File: src/rtl/hud_pkg.sv
// Shared types and constants for the lives HUD: FSM states, colour indices and heart geometry.
package hud_pkg;

    typedef enum logic [1:0] {
        IDLE       = 2'd0,
        LOSS_BLINK = 2'd1,
        GAIN_BLINK = 2'd2,
        GAMEOVER   = 2'd3
    } hud_state_t;

    typedef logic [1:0] color_t;

    localparam color_t NONE  = 2'd0;
    localparam color_t RED   = 2'd1;
    localparam color_t WHITE = 2'd2;
    localparam color_t GRAY  = 2'd3;

    localparam int SLOT_PITCH = 12;
    localparam int HEART_SIZE = 8;
    localparam int NUM_SLOTS  = 3;

    // Left edge of a slot in 11 bits; bit 10 set means the slot fell off the left of the screen.
    function automatic logic [10:0] slot_left(input logic [9:0] anchor, input logic [1:0] slot);
        return {1'b0, anchor} - 11'(SLOT_PITCH * slot);
    endfunction

endpackage

File: src/rtl/heart_rom.sv
// 8x8 heart bitmap; column 0 is the MSB of each row.
module heart_rom (
    input  logic [2:0] i_row,
    output logic [7:0] o_bits
);

    always_comb begin
        case (i_row)
            3'd0:    o_bits = 8'b0110_0110;
            3'd1:    o_bits = 8'b1111_1111;
            3'd2:    o_bits = 8'b1111_1111;
            3'd3:    o_bits = 8'b1111_1111;
            3'd4:    o_bits = 8'b0111_1110;
            3'd5:    o_bits = 8'b0011_1100;
            3'd6:    o_bits = 8'b0001_1000;
            default: o_bits = 8'b0000_0000;
        endcase
    end

endmodule

File: src/rtl/lives_hud.sv
// Lives HUD: up to three hearts drawn leftward from an anchor, blinking the slot that just
// changed and greying everything out with a flashing banner once the game is lost.
module lives_hud
    import hud_pkg::*;
(
    input  logic       i_clk,
    input  logic       i_rst,
    input  logic       i_frame_clk,
    input  logic [1:0] i_lives_counter,
    input  logic       i_lose_game,
    input  logic [9:0] i_lives_x,
    input  logic [9:0] i_lives_y,
    input  logic [9:0] i_draw_x,
    input  logic [9:0] i_draw_y,
    output logic       o_is_heart,
    output logic [1:0] o_heart_color,
    output logic       o_gameover_flash
);

    logic       r_fsync1, r_fsync2, r_fsync3;
    logic       w_frame_tick;
    hud_state_t r_state;
    logic [1:0] r_prev_lives;
    logic [1:0] r_blink_slot;
    logic [4:0] r_frame_cnt;

    // NOTE: sequential state uses non-blocking assignments so every flop samples pre-edge values.
    always_ff @(posedge i_clk or posedge i_rst) begin
        if (i_rst) begin
            r_fsync1 <= 1'b0;
            r_fsync2 <= 1'b0;
            r_fsync3 <= 1'b0;
        end else begin
            r_fsync1 <= i_frame_clk;
            r_fsync2 <= r_fsync1;
            r_fsync3 <= r_fsync2;
        end
    end

    assign w_frame_tick = r_fsync2 & ~r_fsync3;

    always_ff @(posedge i_clk or posedge i_rst) begin
        if (i_rst) begin
            r_state      <= IDLE;
            r_prev_lives <= 2'd3;
            r_blink_slot <= 2'd0;
            r_frame_cnt  <= 5'd0;
        end else if (w_frame_tick) begin
            r_prev_lives <= i_lives_counter;
            if (r_state == GAMEOVER) begin
                r_frame_cnt <= r_frame_cnt + 5'd1;
            end else if (i_lose_game) begin
                r_state     <= GAMEOVER;
                r_frame_cnt <= 5'd0;
            end else if (i_lives_counter < r_prev_lives) begin
                r_state      <= LOSS_BLINK;
                r_blink_slot <= i_lives_counter;
                r_frame_cnt  <= 5'd0;
            end else if (i_lives_counter > r_prev_lives) begin
                r_state      <= GAIN_BLINK;
                r_blink_slot <= i_lives_counter - 2'd1;
                r_frame_cnt  <= 5'd0;
            end else if (r_state != IDLE) begin
                // The counter wraps to 0 on the 32nd frame, leaving IDLE clean for the next blink.
                if (r_frame_cnt == 5'd31) begin
                    r_state <= IDLE;
                end
                r_frame_cnt <= r_frame_cnt + 5'd1;
            end
        end
    end

    logic [10:0]          w_dy;
    logic                 w_row_hit;
    logic [10:0]          w_left [NUM_SLOTS];
    logic [10:0]          w_dx   [NUM_SLOTS];
    logic [NUM_SLOTS-1:0] w_hit_vec;

    assign w_dy      = {1'b0, i_draw_y} - {1'b0, i_lives_y};
    assign w_row_hit = (i_draw_y >= i_lives_y) && (w_dy < 11'(HEART_SIZE));

    for (genvar g = 0; g < NUM_SLOTS; g++) begin : g_slot
        assign w_left[g]    = slot_left(i_lives_x, 2'(g));
        assign w_dx[g]      = {1'b0, i_draw_x} - w_left[g];
        assign w_hit_vec[g] = ~w_left[g][10]
                              && ({1'b0, i_draw_x} >= w_left[g])
                              && (w_dx[g] < 11'(HEART_SIZE));
    end

    logic       w_slot_hit;
    logic [1:0] w_slot_idx;
    logic [2:0] w_col;

    // NOTE: every always_comb output gets a default first so no path can infer a latch.
    always_comb begin
        w_slot_hit = 1'b0;
        w_slot_idx = 2'd0;
        w_col      = 3'd0;
        for (int i = 0; i < NUM_SLOTS; i++) begin
            if (w_hit_vec[i]) begin
                w_slot_hit = 1'b1;
                w_slot_idx = 2'(i);
                w_col      = w_dx[i][2:0];
            end
        end
    end

    logic [7:0] w_rom_bits;
    logic       w_pixel_on;
    logic       w_is_heart;

    heart_rom u_heart_rom (
        .i_row  (w_dy[2:0]),
        .o_bits (w_rom_bits)
    );

    assign w_pixel_on = w_rom_bits[3'd7 - w_col];
    assign w_is_heart = w_row_hit & w_slot_hit & w_pixel_on;

    color_t w_color;

    always_comb begin
        w_color = (w_slot_idx < i_lives_counter) ? RED : GRAY;
        case (r_state)
            GAMEOVER:   w_color = GRAY;
            LOSS_BLINK: if (w_slot_idx == r_blink_slot) w_color = r_frame_cnt[2] ? GRAY : RED;
            GAIN_BLINK: if (w_slot_idx == r_blink_slot) w_color = r_frame_cnt[2] ? RED : WHITE;
            default:    ;
        endcase
    end

    always_ff @(posedge i_clk or posedge i_rst) begin
        if (i_rst) begin
            o_is_heart    <= 1'b0;
            o_heart_color <= NONE;
        end else begin
            o_is_heart    <= w_is_heart;
            o_heart_color <= w_is_heart ? w_color : NONE;
        end
    end

    assign o_gameover_flash = (r_state == GAMEOVER) & ~r_frame_cnt[4];

endmodule

File: config.mk
export PLATFORM = sky130hd
export DESIGN_NAME = lives_hud
export DESIGN_NICKNAME = d
export VERILOG_FILES = /design/src/rtl/hud_pkg.sv /design/src/rtl/heart_rom.sv /design/src/rtl/lives_hud.sv
export SDC_FILE = /design/constraint.sdc
export NUM_CORES = 1
export LEC_CHECK = 0
export BUFFER_PORTS_ARGS = -buffer_cell sky130_fd_sc_hd__buf_2
export CAP_MARGIN = 20
export CORE_ASPECT_RATIO = 1.4
export CORE_UTILIZATION = 55
export DETAILED_ROUTE_END_ITERATION = 8
export GPL_ROUTABILITY_DRIVEN = 0
export PLACE_DENSITY = 0.74
export SLEW_MARGIN = 25
export SYNTH_ARGS = -nofsm -noshare
export SYNTH_HDL_FRONTEND = slang
export SYNTH_HIERARCHICAL = 1
export SYNTH_SLANG_ARGS = --single-unit
export TNS_END_PERCENT = 10
File: constraint.sdc
create_clock -name i_clk -period 2.6 [get_ports i_clk]
set_clock_uncertainty 0.05 [all_clocks]
set_input_delay 0.39 -clock i_clk [delete_from_list [all_inputs] [get_ports i_clk]]
set_output_delay 0.39 -clock i_clk [all_outputs]
set_load 0.05 [all_outputs]
==> run metrics, run 1 <==
routed vias/inst 5.73; max incr delay on CP 490 ps; number of antenna violations at the first check in global routing 0; main area contributors after synthesis sky130_fd_sc_hd__ha_1 (16%), sky130_fd_sc_hd__dfrtp_1 (11%), sky130_fd_sc_hd__xnor2_1 (5.8%); switching power 821 uW; path type of the worst min-delay path in -> async; insertion delay of the later-clocked pin in the worst-skew pair 250 ps; first-pass detailed-route iteration total 4; Total Wirelength 9560 um; Most used DFF post-synth sky130_fd_sc_hd__dfrtp_1; maximum number of pins on one net before global-route repair 18; count of clock tree sinks 17; Distinct cells, synth 72; Worst Path Required 2740 ps; count of warnings emitted by yosys 6; most common cell after layout, fill and taps aside sky130_fd_sc_hd__buf_4; width of the chip 67.8 um; Final period util 144%; die extent in y 94.1 um; commonest cells after routing, fill and taps aside sky130_fd_sc_hd__buf_4 (120), sky130_fd_sc_hd__buf_2 (47), sky130_fd_sc_hd__inv_1 (42), sky130_fd_sc_hd__ha_1 (40), sky130_fd_sc_hd__nor2_1 (35); number of buffers created by CTS 3; final-layout setup total negative slack -3390 ps; maximum buffer depth of the clock tree 2; H-tree levels 1; drt initial violations 211; combined global-route utilization of all metal layers 31.0%; Remaining Overflow, GRT 0; RSZ-0062 raised after global routing true; overall via count from detail_route 3776; Final nets 681; die outline area 0.00638 mm2; violated checks setup timing; kind of end point of the critical path register; sequential fraction of the synthesis area 12.8%; clock tree root buffer cell sky130_fd_sc_hd__clkbuf_8; cell-internal power 1.05 mW; Hold Vio Cnt, Final 0; ordered list of cells on the worst path buf_4 -> inv_4 -> ha_4 -> a21oi_4 -> and3_4 -> nand3_2 -> xnor2_1 -> ha_1 -> or4b_4 -> o211ai_1 -> o21ai_1 -> or3_4 -> mux2i_1 -> o211a_1 -> a2111oi_4 -> o41a_2; share of Yosys cell area claimed by the top area cell type 16.1%; effective utilization at floorplan 56.9%; leading area contributor after synthesis sky130_fd_sc_hd__ha_1; type of origin of the critical path input pin; Tightest Pin Transition 627 ps; synthesis-to-layout area growth 39.2%; number of enable flip-flop cells after synthesis 0; share of total power consumed by net switching 43.8%; top-level I/O count 50; detailed placer's ending HPWL 7980 um; number of pins exceeding their max-slew limit in the final report 0; relative contribution of the clock network to total power 10.3%; vias in the first global route 3797; cell area after technology mapping 0.00333 mm2; synthesized netlist net count 527; proportion of power drawn by combinational gates 68.6%; placeable core region 0.00586 mm2; Max FO, Critical Path 4; post-detailed-route count of antenna-violating nets 0; diode insertion count for antenna repair 0; peak supply drop 0.000235 V; overall power consumption 1.87 mW; headroom to the max-slew limit 58.2%; setup-violating endpoint count in the final report 3; asr flop ratio synth 100%; maximum operating frequency 0.266 GHz; arrival time reported for the critical path endpoint 3890 ps; maximum capacitance violations 0; Slowest-stage cell, CP sky130_fd_sc_hd__or4b_4; CTS tree done; post-detailed-route wirelength per cell 14.5 um; count of port buffers added during placement 49; first-pass GRT wire length 15400 um; worst setup path category in -> reg; leakage power summed over all cells 2.32 nW; layout cell share with drive strength beyond 1 35.3%; row cnt 33; flops & latches, synth 17; clock period minus worst slack 3750 ps; number of remaining DRC errors 0; clk slew on worst S/H paths 60 ps; mean cell area of the mapped netlist 7.64 um2; core occupancy in the finished layout 79.1%; share of power burned in registers 21.1%; synthesized instance count 436; crit path setup slack, layout -1150 ps; status finished with violations; ratio of total power to cell area 404 mW/mm2
==> cell usage after synthesis, types with 5 or more instances <==
library cell	n
sky130_fd_sc_hd__o211ai_1	6
sky130_fd_sc_hd__dfrtp_1	15
sky130_fd_sc_hd__o21ai_1	5
sky130_fd_sc_hd__a21oi_1	30
sky130_fd_sc_hd__a31oi_1	5
sky130_fd_sc_hd__buf_4	5
sky130_fd_sc_hd__a211oi_1	6
sky130_fd_sc_hd__nor3_1	12
sky130_fd_sc_hd__inv_1	43
sky130_fd_sc_hd__and2_1	7
sky130_fd_sc_hd__nor2_1	35
sky130_fd_sc_hd__nand2_1	31
sky130_fd_sc_hd__ha_1	43
sky130_fd_sc_hd__mux2i_1	6
sky130_fd_sc_hd__nand3_1	10
sky130_fd_sc_hd__clkbuf_1	7
sky130_fd_sc_hd__a21o_1	8
sky130_fd_sc_hd__nor2b_1	8
sky130_fd_sc_hd__and3_1	5
sky130_fd_sc_hd__o21ai_0	24
sky130_fd_sc_hd__xnor2_1	22
sky130_fd_sc_hd__xor2_1	7
==> power by group through the flow <==
stage                     logic [mW]  clock network [mW]  registers [mW]
after floorplan                0.819                   0           0.362
after global placement          1.18                   0           0.390
after detailed placement        1.22                   0           0.395
after CTS                       1.26               0.197           0.391
after global routing            1.41               0.210           0.400
final                           1.29               0.194           0.395
==> kinds of logic (layout without fill, tap and decap cells) <==
kind of cell / Yosys count / in the layout / synth area share [%]
AO/OA/AOI/OAI: 132 / 132 / 28.2
XOR/XNOR: 29 / 29 / 7.62
adder cells (fa/ha/maj): 45 / 45 / 17.3
buffers and inverters: 63 / 216 / 8.71
flip-flops: 17 / 17 / 12.8
multiplexers: 9 / 9 / 2.82
AND/OR/NAND/NOR: 141 / 141 / 22.5
==> per-layer routing <==
metal | track usage, % | routed length [um]
met3 | 1.46 | 274
met1 | 29.3 | 3490
met5 | 0 | 0
met4 | 15.1 | 351
met2 | 63.0 | 5440
==> registers in the layout, indices dropped and copies added (netlist names), 2 cells and up <==
name           count
o_heart_color      2
r_blink_slot       2
r_frame_cnt        5
r_prev_lives       2
r_state            2
==> critical path: cells and delay by family <==
| family | cells | cell delay (ps) |
|---|---|---|
| compound gates | 6 | 1360 |
| mux | 1 | 140 |
| simple gates | 4 | 1210 |
| buf+inv | 2 | 150 |
| xor+xnor | 1 | 180 |
| fa+ha+maj | 2 | 440 |
==> layout make-up <==
type | count | area (um2)
multi-input combinational | 356 | 2760
clock buffer | 4 | 45.0
sequential | 17 | 428
timing repair buffer | 169 | 1160
inverter | 43 | 164
fill | 417 | 1220
tap | 70 | 87.6
==> worst paths after layout <==
check / cells after the start / slack, ps / end / from
hold / removal: 2 / 160 / r_fsync1$_DFF_PP0_ / i_rst
setup / recovery: 16 / -1150 / o_heart_color[0]$_DFF_PP0_ / i_lives_x[4]
hold reg to reg: 0 / 340 / r_fsync3$_DFF_PP0_ / r_fsync2$_DFF_PP0_
min in group i_clk: 1 / 200 / r_fsync1$_DFF_PP0_ / i_frame_clk
setup reg to reg: 9 / 400 / r_frame_cnt[3]$_DFFE_PP0P_ / r_prev_lives[1]$_DFFE_PP1P_
max in group asynchronous: 2 / 1940 / o_heart_color[0]$_DFF_PP0_ / i_rst
==> timing repair <==
item                                    4_1_cts  5_1_grt
pin swaps                                    12        7
hold endpoints to repair                      0        0
hold buffers                                  0        0
gates resized for setup                      14        4
endpoints found under the setup margin        3        3
buffers inserted                              4        1
==> per-stage QoR <==
step	worst slack (ps)	hold WS, ps	std cells	instance area, um2
floorplan	-1230	265	436	3440
global placement	-1340	286	650	4460
detailed placement	-1440	304	650	4460
CTS	-1080	186	658	4610
global route	-1270	195	659	4640
finish	-1150	159	659	4640
(Power assumes the default switching activity.)
==> run 2: changes to the inputs <==
--- a/config.mk
+++ b/config.mk
@@ -5,13 +5,14 @@
 export SDC_FILE = /design/constraint.sdc
 export NUM_CORES = 1
 export LEC_CHECK = 0
-export BUFFER_PORTS_ARGS = -buffer_cell sky130_fd_sc_hd__buf_2
 export CAP_MARGIN = 20
 export CORE_ASPECT_RATIO = 1.4
-export CORE_UTILIZATION = 55
+export CORE_UTILIZATION = 40
+export CTS_CLUSTER_SIZE = 24
 export DETAILED_ROUTE_END_ITERATION = 8
+export DONT_BUFFER_PORTS = 1
 export GPL_ROUTABILITY_DRIVEN = 0
-export PLACE_DENSITY = 0.74
+export PLACE_DENSITY = 0.51
 export SLEW_MARGIN = 25
 export SYNTH_ARGS = -nofsm -noshare
 export SYNTH_HDL_FRONTEND = slang
==> run 2 against run 1 <==
Sequential cell count unchanged. Power increased by 0.12%. Critical path type unchanged. Combinational power decreased by 9%. Largest power group unchanged. Largest cell class unchanged. Clock-buffer cell count decreased by 1. Non-clock buffer count decreased by 69. Design area decreased by 6.7%. The flow still finishes with violations (setup timing). Global-route usage decreased by 9.5 points.
==> run metrics, run 2 (synthesis results as in run 1) <==
status finished with violations (unchanged); violated checks setup timing (unchanged); Worst Path Required 2740 ps (about the same); effective utilization at floorplan 41.1% (was 56.9%); Slowest-stage cell, CP sky130_fd_sc_hd__or4_4 (was sky130_fd_sc_hd__or4b_4); maximum operating frequency 0.286 GHz (was 0.266 GHz); Final period util 134% (was 144%); clock period minus worst slack 3500 ps (was 3750 ps); Hold Vio Cnt, Final 0 (unchanged); top-level I/O count 50 (unchanged); count of port buffers added during placement 0 (was 49); CTS tree done (unchanged); clock tree root buffer cell sky130_fd_sc_hd__clkbuf_16 (was sky130_fd_sc_hd__clkbuf_8); kind of end point of the critical path register (unchanged); Top reg by flops r_frame_cnt (unchanged); fill cell total of the finished layout 794 (was 417); max incr delay on CP 440 ps (was 490 ps); final cell count without fillers 622 (was 659); overall via count from detail_route 3328 (was 3776); clk slew on worst S/H paths 50 ps (was 60 ps); maximum number of pins on one net before global-route repair 18 (unchanged); number of antenna violations at the first check in global routing 0 (unchanged); number of pins exceeding their max-slew limit in the final report 0 (unchanged); combined global-route utilization of all metal layers 21.4% (was 31.0%); number of buffers created by CTS 3 (unchanged); setup-violating endpoint count in the final report 3 (unchanged); first-pass GRT wire length 14900 um (was 15400 um); crit path setup slack, layout -895 ps (was -1150 ps); diode insertion count for antenna repair 0 (unchanged); cell family with most CP delay compound AO/OA/AOI/OAI gates (unchanged); flip-flop count of the largest register, all copies and words added 5 (unchanged); post-detailed-route count of antenna-violating nets 0 (unchanged); detailed placer's ending HPWL 7630 um (was 7980 um); count of clock tree sinks 17 (unchanged); path type of the worst min-delay path in -> async (unchanged); maximum capacitance violations 0 (unchanged); arrival time reported for the critical path endpoint 3630 ps (was 3890 ps); Total Wirelength 8810 um (was 9560 um); layer carrying the most global-route usage met2 (unchanged); post-detailed-route wirelength per cell 14.2 um (was 14.5 um); routed vias/inst 5.35 (was 5.73); placeable core region 0.00810 mm2 (was 0.00586 mm2); width of the chip 79.2 um (was 67.8 um); peak supply drop 0.000359 V (was 0.000235 V); worst setup path category in -> reg (unchanged); vias in the first global route 3375 (was 3797); die outline area 0.00871 mm2 (was 0.00638 mm2); Setup WS pre-CTS -1240 ps (was -1440 ps); most common cell after layout, fill and taps aside sky130_fd_sc_hd__buf_4 (unchanged); drt initial violations 121 (was 211); Crit path buffers/inverters 0 (was 2); synthesis-to-layout area growth 29.8% (was 39.2%); commonest cells after routing, fill and taps aside sky130_fd_sc_hd__buf_4 (98), sky130_fd_sc_hd__inv_1 (40), sky130_fd_sc_hd__ha_1 (39), sky130_fd_sc_hd__nor2_1 (35), sky130_fd_sc_hd__nand2_1 (30) (was sky130_fd_sc_hd__buf_4 (120), sky130_fd_sc_hd__buf_2 (47), sky130_fd_sc_hd__inv_1 (42), sky130_fd_sc_hd__ha_1 (40), sky130_fd_sc_hd__nor2_1 (35)); headroom to the max-slew limit 57.7% (was 58.2%); Remaining Overflow, GRT 0 (unchanged); RSZ-0062 raised after global routing true (unchanged); met2 demand-to-capacity share in global routing 44.0% (was 63.0%); ordered list of cells on the worst path ha_4 -> nor3_4 -> xnor2_1 -> ha_2 -> mux2_4 -> a211oi_2 -> o211ai_1 -> or4_4 -> or3_4 -> mux2i_1 -> o211a_1 -> a2111oi_4 -> o41a_2 (was buf_4 -> inv_4 -> ha_4 -> a21oi_4 -> and3_4 -> nand3_2 -> xnor2_1 -> ha_1 -> or4b_4 -> o211ai_1 -> o21ai_1 -> or3_4 -> mux2i_1 -> o211a_1 -> a2111oi_4 -> o41a_2); number of cells after detailed placement 613 (was 650); ratio of total power to cell area 434 mW/mm2 (was 404 mW/mm2); overall power consumption 1.88 mW (was 1.87 mW); H-tree levels 1 (unchanged); Tightest Pin Transition 633 ps (was 627 ps); number of buffers added to fix hold violations after cts 0 (unchanged); die extent in y 110 um (was 94.1 um); Max FO, Critical Path 7 (was 4); GR Util met3 2.30% (was 1.46%); layout cell share with drive strength beyond 1 29.0% (was 35.3%); Final nets 612 (was 681); first-pass detailed-route iteration total 4 (unchanged); row cnt 39 (was 33); number of remaining DRC errors 0 (unchanged); leakage power summed over all cells 2.04 nW (was 2.32 nW); insertion delay of the later-clocked pin in the worst-skew pair 250 ps (about the same); maximum buffer depth of the clock tree 2 (unchanged); type of origin of the critical path input pin (unchanged); Global Route met1 Usage 22.1% (was 29.3%)
==> run 2: changes by cell type in the layout (fill, tap and decap cells not counted), moves of 2 or more <==
cell                        delta
sky130_fd_sc_hd__a2111oi_2     +2
sky130_fd_sc_hd__a21oi_2       +2
sky130_fd_sc_hd__o21ai_2       +2
sky130_fd_sc_hd__buf_2        -47
sky130_fd_sc_hd__inv_1         -2
sky130_fd_sc_hd__inv_2         +2
sky130_fd_sc_hd__clkbuf_8      -3
sky130_fd_sc_hd__clkbuf_16     +3
sky130_fd_sc_hd__buf_4        -22
==> run 2: layout make-up <==
class | count | area, um2 | area share, %
multi-input cells | 356 | 2770 | 64.0
repair buffers | 100 | 758 | 17.5
flip-flops and latches | 17 | 428 | 9.89
inverters | 43 | 164 | 3.79
well taps | 102 | 128 | 2.95
clock buffers | 3 | 75.1 | 1.74
clock inverters | 1 | 5.00 | 0.116
==> run 2: worst paths after layout <==
kind | startpoint | end | slack (ps) | cells after the start
min | i_rst | r_fsync1$_DFF_PP0_ | 60 | 1
max reg2reg | r_prev_lives[1]$_DFFE_PP1P_ | r_frame_cnt[3]$_DFFE_PP0P_ | 400 | 9
min reg2reg | r_fsync1$_DFF_PP0_ | r_fsync2$_DFF_PP0_ | 310 | 0
max in group asynchronous | i_rst | r_frame_cnt[2]$_DFFE_PP0P_ | 2030 | 1
min in group i_clk | i_frame_clk | r_fsync1$_DFF_PP0_ | 120 | 0
max | i_lives_x[3] | o_heart_color[0]$_DFF_PP0_ | -900 | 13
==> run 2: where the power goes <==
| part | leakage, nW | switching, mW | total (mW) | internal (mW) |
|---|---|---|---|---|
| combinational | 1.79 | 0.603 | 1.18 | 0.579 |
| sequential | 0.213 | 0.0662 | 0.389 | 0.322 |
| clock | 0.0409 | 0.0999 | 0.306 | 0.206 |
==> run 2: metrics by stage <==
step / util [%] / TNS, ps / area (um2) / hold slack (ps)
6_report: 53.4 / -2530 / 4330 / 58.9
5_1_grt: 53.4 / -2870 / 4330 / 105
4_1_cts: 53.2 / -2450 / 4310 / 98.2
3_5_place_dp: 50.7 / -3580 / 4100 / 296
3_3_place_gp: 50.7 / -3510 / 4100 / 284
2_1_floorplan: - / -3550 / 3440 / 265
==> run 2: what timing repair did <==
item | CTS | global route
setup endpoints to repair | 3 | 3
buffers inserted | 5 | 0
pin swaps | 21 | 6
resized for setup | 21 | 6
==> run 2: metal layers <==
layer,vias to the layer above,routed length (um)
li1,1745,-
met1,1515,3390
met2,55,4950
met3,13,267
met4,0,199
met5,-,0
==> run 3: changes to the inputs <==
--- a/config.mk
+++ b/config.mk
@@ -5,6 +5,7 @@
 export SDC_FILE = /design/constraint.sdc
 export NUM_CORES = 1
 export LEC_CHECK = 0
+export ABC_AREA = 1
 export CAP_MARGIN = 20
 export CORE_ASPECT_RATIO = 1.4
 export CORE_UTILIZATION = 40
==> run 3 against run 2 <==
The flow still finishes with violations (setup timing). Clock power decreased by 2%. Critical path depth is 10 higher. Die area is 7.2% higher. Wire length up 9.8%. Cell count is 22% higher. Synthesized cell count rose by 39%. Design area is 1.7% higher. Global-route usage decreased by 0.22 points. Core utilization decreased by 2.3 points. Critical path type unchanged.
==> run metrics, run 3 <==
cell area after technology mapping 0.00358 mm2 (was 0.00333 mm2); detailed placer's ending HPWL 8270 um (was 7630 um); instance area at placement 0.00402 mm2 (was 0.00410 mm2); worst-case hold slack 66.8 ps (was 58.9 ps); asr flop ratio synth 100% (unchanged); type of origin of the critical path input pin (unchanged); Hold Vio Cnt, Final 0 (unchanged); RSZ-0062 raised after global routing true (unchanged); leakage power summed over all cells 2.53 nW (was 2.04 nW); combined global-route utilization of all metal layers 21.2% (was 21.4%); count of clock tree sinks 17 (unchanged); startpoint of the lowest-slack register-to-register path r_prev_lives[1]$_DFFE_PP1P_ (unchanged); Distinct cells, synth 40 (was 72); number of cells after detailed placement 748 (was 613); CTS tree done (unchanged); worst setup path category in -> reg (unchanged); reg2reg setup slack 560 ps (was 400 ps); maximum operating frequency 0.367 GHz (was 0.286 GHz); die extent in y 114 um (was 110 um); timing startpoint of the critical path i_lives_x[3] (unchanged); Worst Path Required 2690 ps (was 2740 ps); share of power burned in registers 19.7% (was 20.7%); Final period util 105% (was 134%); most common cell after layout, fill and taps aside sky130_fd_sc_hd__nand2_1 (was sky130_fd_sc_hd__buf_4); cell-internal power 942 uW (was 1.11 mW); final cell count without fillers 759 (was 622); headroom to the max-slew limit 57.2% (was 57.7%); final-layout setup total negative slack -355 ps (was -2530 ps); number of antenna violations at the first check in global routing 0 (unchanged); switching power 729 uW (was 769 uW); drt initial violations 112 (was 121); post-detailed-route wirelength per cell 12.7 um (was 14.2 um); effective utilization at floorplan 41.6% (was 41.1%); fin area 0.00440 mm2 (was 0.00433 mm2); ratio of total power to cell area 380 mW/mm2 (was 434 mW/mm2); top-level I/O count 50 (unchanged); number of enable flip-flop cells after synthesis 0 (unchanged); Total Wirelength 9670 um (was 8810 um); crit path setup slack, layout -127 ps (was -895 ps); setup-violating endpoint count in the final report 3 (unchanged); arrival time reported for the critical path endpoint 2810 ps (was 3630 ps); vias in the first global route 3597 (was 3375); width of the chip 82.0 um (was 79.2 um); number of remaining DRC errors 0 (unchanged); Max FO, Critical Path 6 (was 7); violated checks setup timing (unchanged); number of pins exceeding their max-slew limit in the final report 0 (unchanged); count of port buffers added during placement 0 (unchanged); Tightest Pin Transition 641 ps (was 633 ps); number of buffers added to fix hold violations after cts 0 (unchanged); commonest cells after routing, fill and taps aside sky130_fd_sc_hd__nand2_1 (164), sky130_fd_sc_hd__inv_1 (107), sky130_fd_sc_hd__buf_4 (50), sky130_fd_sc_hd__nor2_1 (44), sky130_fd_sc_hd__nand3_1 (40) (was sky130_fd_sc_hd__buf_4 (98), sky130_fd_sc_hd__inv_1 (40), sky130_fd_sc_hd__ha_1 (39), sky130_fd_sc_hd__nor2_1 (35), sky130_fd_sc_hd__nand2_1 (30)); number of buffers created by CTS 3 (unchanged); proportion of power drawn by combinational gates 62.3% (was 63.0%); clock tree root buffer cell sky130_fd_sc_hd__clkbuf_16 (unchanged); most common cell in the netlist sky130_fd_sc_hd__nand2_1; peak supply drop 0.000443 V (was 0.000359 V); Most used DFF post-synth sky130_fd_sc_hd__dfrtp_1 (unchanged); Remaining Overflow, GRT 0 (unchanged); first-pass GRT wire length 15700 um (was 14900 um); main area contributors after synthesis sky130_fd_sc_hd__nand2_1 (19%), sky130_fd_sc_hd__ha_1 (15%), sky130_fd_sc_hd__inv_1 (12%) (was sky130_fd_sc_hd__ha_1 (16%), sky130_fd_sc_hd__dfrtp_1 (11%), sky130_fd_sc_hd__xnor2_1 (5.8%)); maximum capacitance violations 0 (unchanged); maximum number of pins on one net before global-route repair 18 (unchanged); layout cell share with drive strength beyond 1 23.7% (was 29.0%); row cnt 40 (was 39); share of total power consumed by net switching 43.6% (was 41.0%); clk slew on worst S/H paths 50 ps (about the same); placeable core region 0.00861 mm2 (was 0.00810 mm2); Setup WS pre-CTS -432 ps (was -1240 ps); flops & latches, synth 17 (unchanged); relative contribution of the clock network to total power 18.0% (was 16.3%); share of Yosys cell area claimed by the top area cell type 18.9% (was 16.1%); post-detailed-route count of antenna-violating nets 0 (unchanged); status finished with violations (unchanged); die outline area 0.00934 mm2 (was 0.00871 mm2); leading area contributor after synthesis sky130_fd_sc_hd__nand2_1 (was sky130_fd_sc_hd__ha_1); flip-flop count of the largest register, all copies and words added 5 (unchanged); Final nets 746 (was 612); sequential fraction of the synthesis area 12.0% (was 12.8%); first-pass detailed-route iteration total 4 (unchanged); diode insertion count for antenna repair 0 (unchanged); maximum buffer depth of the clock tree 2 (unchanged); synthesized netlist net count 695 (was 527); routed vias/inst 5.02 (was 5.35); count of warnings emitted by yosys 6 (unchanged); leading cell types by count after synthesis sky130_fd_sc_hd__nand2_1 (180), sky130_fd_sc_hd__inv_1 (111), sky130_fd_sc_hd__nor2_1 (53), sky130_fd_sc_hd__nand3_1 (49), sky130_fd_sc_hd__ha_1 (43) (was sky130_fd_sc_hd__ha_1 (43), sky130_fd_sc_hd__inv_1 (43), sky130_fd_sc_hd__nor2_1 (35), sky130_fd_sc_hd__nand2_1 (31), sky130_fd_sc_hd__a21oi_1 (30)); clock period minus worst slack 2730 ps (was 3500 ps); core occupancy in the finished layout 51.1% (was 53.4%); path type of the worst min-delay path in -> async (unchanged); overall power consumption 1.67 mW (was 1.88 mW); synthesized instance count 604 (was 436); H-tree levels 1 (unchanged); synthesis-to-layout area growth 23.0% (was 29.8%); kind of end point of the critical path register (unchanged); mean cell area of the mapped netlist 5.93 um2 (was 7.64 um2); overall via count from detail_route 3807 (was 3328); Top reg by flops r_frame_cnt (unchanged); insertion delay of the later-clocked pin in the worst-skew pair 240 ps (was 250 ps)
## run 3: changes by cell type in the layout (fill, tap and decap cells not counted), sizes merged, moves of 12 or more
| cell | change |
|---|---|
| xnor2 | -20 |
| nand2 | +162 |
| buf | -48 |
| nand3 | +48 |
| inv | +75 |
| nor2 | +27 |
| o21ai | -12 |
## run 3: logic make-up (layout without fill, tap and decap cells)
group	count (synthesis)	after routing	share of synthesized area (%)
AND/OR/NAND/NOR	340	340	43.8
buffers and inverters	124	174	13.7
adder cells (fa/ha/maj)	45	45	16.1
AO/OA/AOI/OAI	62	62	10.4
XOR/XNOR	16	16	3.91
flip-flops	17	17	12.0
## run 3: final timing paths
kind,to,cells after the start
setup / recovery,o_heart_color[1]$_DFF_PP0_,23
hold / removal,r_fsync1$_DFF_PP0_,1
setup reg to reg,r_frame_cnt[3]$_DFFE_PP0P_,10
hold reg to reg,r_fsync2$_DFF_PP0_,0
max in group asynchronous,r_frame_cnt[0]$_DFFE_PP0P_,1
min in group i_clk,r_fsync1$_DFF_PP0_,0
## run 3: layout make-up
class / count / area (um2)
fillers: 938 / 4210
multi-input cells: 463 / 2920
inverters: 118 / 443
flip-flops and latches: 17 / 428
repair buffers: 52 / 398
well taps: 105 / 131
clock buffers: 4 / 78.8
## run 3: critical path, stage by stage
cell                      delay [ps]
sky130_fd_sc_hd__ha_4            120
sky130_fd_sc_hd__inv_2            40
sky130_fd_sc_hd__a21oi_1         120
sky130_fd_sc_hd__a31oi_1          60
sky130_fd_sc_hd__ha_1            370
sky130_fd_sc_hd__nand2_2         120
sky130_fd_sc_hd__nor2_4          140
sky130_fd_sc_hd__nand3_2          90
sky130_fd_sc_hd__buf_4           140
sky130_fd_sc_hd__nand3_1          70
sky130_fd_sc_hd__nand2_1          60
sky130_fd_sc_hd__nand2_2          80
sky130_fd_sc_hd__nor2_4           40
sky130_fd_sc_hd__nand2_1          80
sky130_fd_sc_hd__nor2_2           50
sky130_fd_sc_hd__and2_1          150
sky130_fd_sc_hd__ha_1            260
sky130_fd_sc_hd__nand2_1          90
sky130_fd_sc_hd__nand2_1          70
sky130_fd_sc_hd__nand2_2          80
sky130_fd_sc_hd__nand3_1          80
sky130_fd_sc_hd__nand3_2          70
sky130_fd_sc_hd__nor2_2           30
## run 3: power groups by stage
stage                     Combinational, mW  Sequential [mW]  Clock [mW]
after floorplan                       0.708            0.325           0
after global placement                0.937            0.333           0
after detailed placement              0.946            0.333           0
after CTS                             0.965            0.330       0.308
after global routing                   1.18            0.334       0.321
final                                  1.04            0.329       0.301
## run 3: what timing repair did
item | 4_1_cts | 5_1_grt
pin swaps | 11 | 53
gates resized for setup | 9 | 54
buffers inserted | 1 | 6
endpoints found under the setup margin | 3 | 3
hold endpoints to repair | 0 | 0
## run 3: layer usage
metal	share of wire [%]	vias up	track usage [%]
met5	0	-	0
met4	1.6	0	3.16
met3	3.1	15	1.44
met2	56	75	42.9
met1	40	1720	23.4
li1	-	1997	-
